File: config.mk
export PLATFORM = sky130hd
export DESIGN_NAME = instr_fetch_unit
export DESIGN_NICKNAME = d
export VERILOG_FILES = /design/src/rtl/instr_fetch_unit.sv
export SDC_FILE = /design/constraint.sdc
export NUM_CORES = 1
export LEC_CHECK = 0
export BUFFER_PORTS_ARGS = -buffer_cell sky130_fd_sc_hd__clkbuf_2
export CAP_MARGIN = 20
export CORE_ASPECT_RATIO = 1.4
export CORE_MARGIN = 10
export CORE_UTILIZATION = 52
export CTS_BUF_LIST = sky130_fd_sc_hd__clkbuf_4 sky130_fd_sc_hd__clkbuf_8
export CTS_CLUSTER_DIAMETER = 40
export DETAILED_ROUTE_END_ITERATION = 10
export GPL_TIMING_DRIVEN = 0
export PLACE_DENSITY = 0.89
export SLEW_MARGIN = 10
export SYNTH_ARGS = -nofsm -noshare
export SYNTH_HDL_FRONTEND = slang
export SYNTH_SLANG_ARGS = --single-unit
export TNS_END_PERCENT = 10
File: constraint.sdc
create_clock -name Clock -period 5.3 [get_ports Clock]
set_input_delay 0.53 -clock Clock [delete_from_list [all_inputs] [get_ports Clock]]
set_output_delay 0.53 -clock Clock [all_outputs]
set_load 0.02 [all_outputs]
File: src/rtl/instr_fetch_unit.sv
// Instruction fetch stage: owns the PC, fetches words over a req/ack handshake,
// holds the instruction for the decoder until Advance, and flags a dead memory.
module instr_fetch_unit #(
   parameter int                ADDR_W   = 32,
   parameter int                DATA_W   = 32,
   parameter logic [ADDR_W-1:0] RESET_PC = '0,
   parameter int                TIMEOUT  = 16
) (
   input  logic              Clock,
   input  logic              Reset,
   input  logic              PCSrc,
   input  logic [ADDR_W-1:0] Result,
   input  logic              Advance,
   output logic              IMemReq,
   output logic [ADDR_W-1:0] IMemAddr,
   input  logic              IMemAck,
   input  logic [DATA_W-1:0] IMemRData,
   output logic [DATA_W-1:0] Instr,
   output logic              InstrValid,
   output logic [3:0]        Cond,
   output logic [1:0]        Op,
   output logic [5:0]        Funct,
   output logic [3:0]        Rd,
   output logic [ADDR_W-1:0] PC,
   output logic [ADDR_W-1:0] PCPlus8,
   output logic              FetchFault
);

   typedef enum logic [1:0] {
      IDLE  = 2'd0,
      REQ   = 2'd1,
      HOLD  = 2'd2,
      FAULT = 2'd3
   } state_t;

   // The counter only ever needs to hold TIMEOUT-1: the trip happens on the
   // cycle that would have taken it to TIMEOUT.
   localparam int CNT_W = (TIMEOUT > 1) ? $clog2(TIMEOUT) : 1;
   localparam logic [CNT_W-1:0] CNT_LAST = CNT_W'(TIMEOUT - 1);
   localparam logic [ADDR_W-1:0] RESET_PC_ALIGNED = {RESET_PC[ADDR_W-1:2], 2'b00};

   state_t            state;
   logic [ADDR_W-1:0] pc_q;
   logic [DATA_W-1:0] instr_q;
   logic [CNT_W-1:0]  wd_cnt;
   logic              req_q;
   logic              valid_q;
   logic              fault_q;
   logic [ADDR_W-1:0] branch_target;

   assign branch_target = {Result[ADDR_W-1:2], 2'b00};

   // NOTE: all state below is updated with non-blocking assignments so every
   // register samples the values from before the edge, independent of order.
   always_ff @(posedge Clock) begin
      if (Reset) begin
         state   <= IDLE;
         pc_q    <= RESET_PC_ALIGNED;
         instr_q <= '0;
         wd_cnt  <= '0;
         req_q   <= 1'b0;
         valid_q <= 1'b0;
         fault_q <= 1'b0;
      end else begin
         case (state)
            IDLE: begin
               state <= REQ;
               req_q <= 1'b1;
            end

            REQ: begin
               if (IMemAck) begin
                  instr_q <= IMemRData;
                  wd_cnt  <= '0;
                  state   <= HOLD;
                  req_q   <= 1'b0;
                  valid_q <= 1'b1;
               end else if (wd_cnt == CNT_LAST) begin
                  state   <= FAULT;
                  req_q   <= 1'b0;
                  fault_q <= 1'b1;
               end else begin
                  wd_cnt <= wd_cnt + 1'b1;
               end
            end

            HOLD: begin
               if (Advance) begin
                  pc_q    <= PCSrc ? branch_target : pc_q + ADDR_W'(4);
                  state   <= REQ;
                  req_q   <= 1'b1;
                  valid_q <= 1'b0;
               end
            end

            FAULT: begin
               // Sticky: only Reset leaves this state.
               state <= FAULT;
            end

            default: begin
               state   <= IDLE;
               req_q   <= 1'b0;
               valid_q <= 1'b0;
            end
         endcase
      end
   end

   // Word alignment discards the low bits of Result by design.
   logic unused_result_bits;
   assign unused_result_bits = ^Result[1:0];

   assign IMemReq    = req_q;
   assign IMemAddr   = pc_q;
   assign InstrValid = valid_q;
   assign FetchFault = fault_q;
   assign Instr      = instr_q;
   assign Cond       = instr_q[31:28];
   assign Op         = instr_q[27:26];
   assign Funct      = instr_q[25:20];
   assign Rd         = instr_q[15:12];
   assign PC         = pc_q;
   assign PCPlus8    = pc_q + ADDR_W'(8);

endmodule

==> metrics.md <==
| Metric | Value |
|---|---|
| Status | `complete, no violations` |
| Tcrit/Tclk final | `60.6%` |
| Endpoints failing setup | `0` |
| WS Path Type | `register to primary output` |
| Rows | `39` |
| Skew-Pair Late Insertion Delay | `0.37 ns` |
| Routed wire length | `17900 um` |
| Tmin final | `approximately 3.2 ns` |
| F_max | `311 MHz` |
| Fillers | `697` |
| Vias in the first global route | `5398` |
| Crit-path leading delay family | `simple AND/OR/NAND/NOR gates` |
| Reg clk slew, reported paths | `roughly 0.09 ns` |
| Post-Route Skew | `0.0125 ns` |
| Max stage delay on crit path | `0.68 ns` |
| Die Wd | `97.6 um` |
| Drt wl/cell | `19.5 um` |
| # DRC | `0` |
| Worst reg-to-reg path cell count | `6` |
| Async S/R FF share, synth | `0%` |
| Die extent in y | `129 um` |
| CTS root buf | `clkbuf_8` |
| Nets | `882` |
| Hold Crit Endpoint | `Instr[5]` |
| Yosys top cell by area | `dfxtp_1` |
| Global-route wire length before repair | `around 28000 um` |
| Element type at the critical path end | `primary output` |
| Hold_buf cts | `0` |
| Initial Util | `a little over half` |
| Post-synthesis instance total | `588` |
| Port Buffer Count | `206` |
| Hold path depth | `3` |
| Final Hold Fails | `0` |
| Antenna Cells | `0` |
| Design area | `5750 um^2` |
| R2R Setup Slk | `2.77 ns` |
| Worst vdd ir | `0.226 mV` |
| Area occupied by multi-input gates | `approximately 2400 um^2` |
| Post-detail-place hpwl | `between 10000 and 15000 um` |
| Sequential area share after synthesis | `32.5%` |
| Buffers & Inverters on Critical Path | `1` |
| CP arrival | `2.68 ns` |
| Post-synth EDFFs | `0` |
| Crit-path cells | `ha_1 > nand2_1 > or4_1 > nor2_2 > nand3_1 > xnor2_1 > clkbuf_2` |
| Slew margin rel. | `a little under half` |
| H-tree levels | `3` |
| Top cells by area, synth | `dfxtp_1 32%, nand2_1 9.3%, buf_4 9.1%, a21oi_1 5.9%, nor2_1 3.9%` |
| Die area | `12500 um^2` |
| Sink Count | `71` |
| Drt pass-1 iters | `7` |
| Register area | `1420 um^2` |
| Postcts setup bufs | `0` |
| Reg-to-Reg Start | `IMemAddr[2]` |
| Flops & latches, synth | `71` |
| Setup crit start kind | `register` |
| Post-DRT Antenna Nets | `0` |
| WP data required | `around 4.8 ns` |
| LEAKAGE | `2.70 nW` |
| Num ports | `approximately 220` |
| DR iter-0 viols | `449` |
| GRT Util Overall | `26.8%` |
| Max Slew Vio Count | `0` |
| Grt ovf | `0` |
| Setup TNS | `0 ns` |
| Final Power | `1.28 mW` |
| Synth warn | `0` |
| Placed instance area | `roughly 5600 um^2` |
| Crit-path max FO | `9` |
| PD cells | `roughly 220 nW/um^2` |
| Primary FF master, synth | `dfxtp_1` |
| Antenna violations before repair | `0` |
| Area grow syn2layout | `31.4%` |
| RR Endpoint | `IMemAddr[18]` |
| Largest net degree at the start of global routing | `13` |
| Most frequent cell after synthesis | `nand2_1` |
| Unique cell type count in the Yosys netlist | `56` |
| CTS tree | `done` |
| Min-delay src | `IMemRData[5]` |
| Mapped Area | `4380 um^2` |
| TritonCTS buffer count | `9` |
| Layout cells sized above 1 | `36.7%` |
| Core ar. | `~8200 um^2` |
| CP max-delay cell | `or4_1` |
| Drt via density | `5.74` |
| Syn_area_per_cell | `7.45 um^2` |
| Area share of the largest cell type after synthesis | `32.5%` |
| Via Count | `roughly 5300` |
| RSZ-0062 raised after global routing | `no` |
| Maxcap violations | `0` |
| Max clock buf depth | `2` |
| GP Congestion | `0.976` |
| Hold crit path type | `input pin to register` |
| Least-Margin Pin Slew | `0.795 ns` |
| Post_cts resized | `0` |
| Synth top cells by count | `109 x nand2_1, 71 x dfxtp_1, 53 x buf_4` |
-- cells in the final DEF (no fill, tap or decap), drive strengths merged, types with 5 or more instances in the layout --
cell type / count
a21oi: 52
a22o: 5
a22oi: 8
a31oi: 12
buf: 64
clkbuf: 251
conb: 6
dfxtp: 71
inv: 8
mux2i: 7
nand2: 109
nand3: 25
nand4: 16
nor2: 46
nor3: 19
nor4: 10
o21ai: 18
xnor2: 17
xor2: 10
-- layout make-up --
| cell class | count | share of cell area, % |
|---|---|---|
| Buffer | 98 | 10.1 |
| Clock buffer | 11 | 2.41 |
| Clock inverter | 5 | 1.00 |
| Inverter | 7 | 0.457 |
| Multi-Input combinational cell | 417 | 41.2 |
| Sequential cell | 71 | 24.7 |
| Tap cell | 102 | 2.22 |
| Timing Repair Buffer | 206 | 17.9 |
-- metal layers --
layer	vias to the layer above	track usage [%]	routed length, um
li1	2432	-	-
met1	2454	28.2	6440
met2	330	47.1	8840
met3	47	9.75	2070
met4	0	12.1	513
met5	-	0	0
-- state kept, by name, indices dropped and copies added (netlist names) --
name,count
FetchFault,1
Instr,32
IMemAddr,30
InstrValid,1
wd_cnt,4
state,2
IMemReq,1
-- worst max-delay path by stage --
stage                      startpoint     endpoint  slack [ns]  cells after the start
after floorplan           IMemAddr[4]  PCPlus8[25]        2.63                      6
after global routing      IMemAddr[4]  PCPlus8[25]        1.98                      7
after detailed placement  IMemAddr[4]  PCPlus8[25]        2.53                      7
final                     IMemAddr[4]  PCPlus8[25]        2.09                      7
after global placement    IMemAddr[4]  PCPlus8[25]        2.56                      7
after CTS                 IMemAddr[4]  PCPlus8[25]        2.12                      7
-- where the power goes --
part	switching (mW)	internal, mW
logic	0.157	0.0916
registers	0.0227	0.555
clock network	0.226	0.229
-- kinds of logic (layout without fill, tap and decap cells) --
family	after synthesis	after routing	share of synthesized area, %
and+or+nand+nor	254	254	28.9
AOI/OAI and AO/OA	119	119	16.6
buffers and inverters	105	327	13.9
DFF	71	71	32.5
xor gates and xnor gates	27	27	5.40
muxes	8	8	1.86
adders and majority gates	3	3	0.857
other	1	6	0.0856
-- metrics by stage --
stage / hold WS (ns) / setup WS (ns) / instances / util, %
after floorplan: 0.484 / 2.63 / 593 / -
after global placement: 0.442 / 2.56 / 901 / 67.8
after detailed placement: 0.450 / 2.53 / 901 / 67.8
after CTS: 0.374 / 2.12 / 917 / 70.2
after global routing: 0.396 / 1.98 / 917 / 70.2
final: 0.372 / 2.09 / 917 / 70.2
-- worst reg2reg max path, cell delays in order (launching register included) --
cell and delay (ns):
dfxtp_1 0.58, ha_1 0.28, nand3_1 0.38, nor4_2 0.70, o21ai_0 0.18, a22oi_1 0.23
nor2_1 0.06
(Power assumes the default switching activity.)
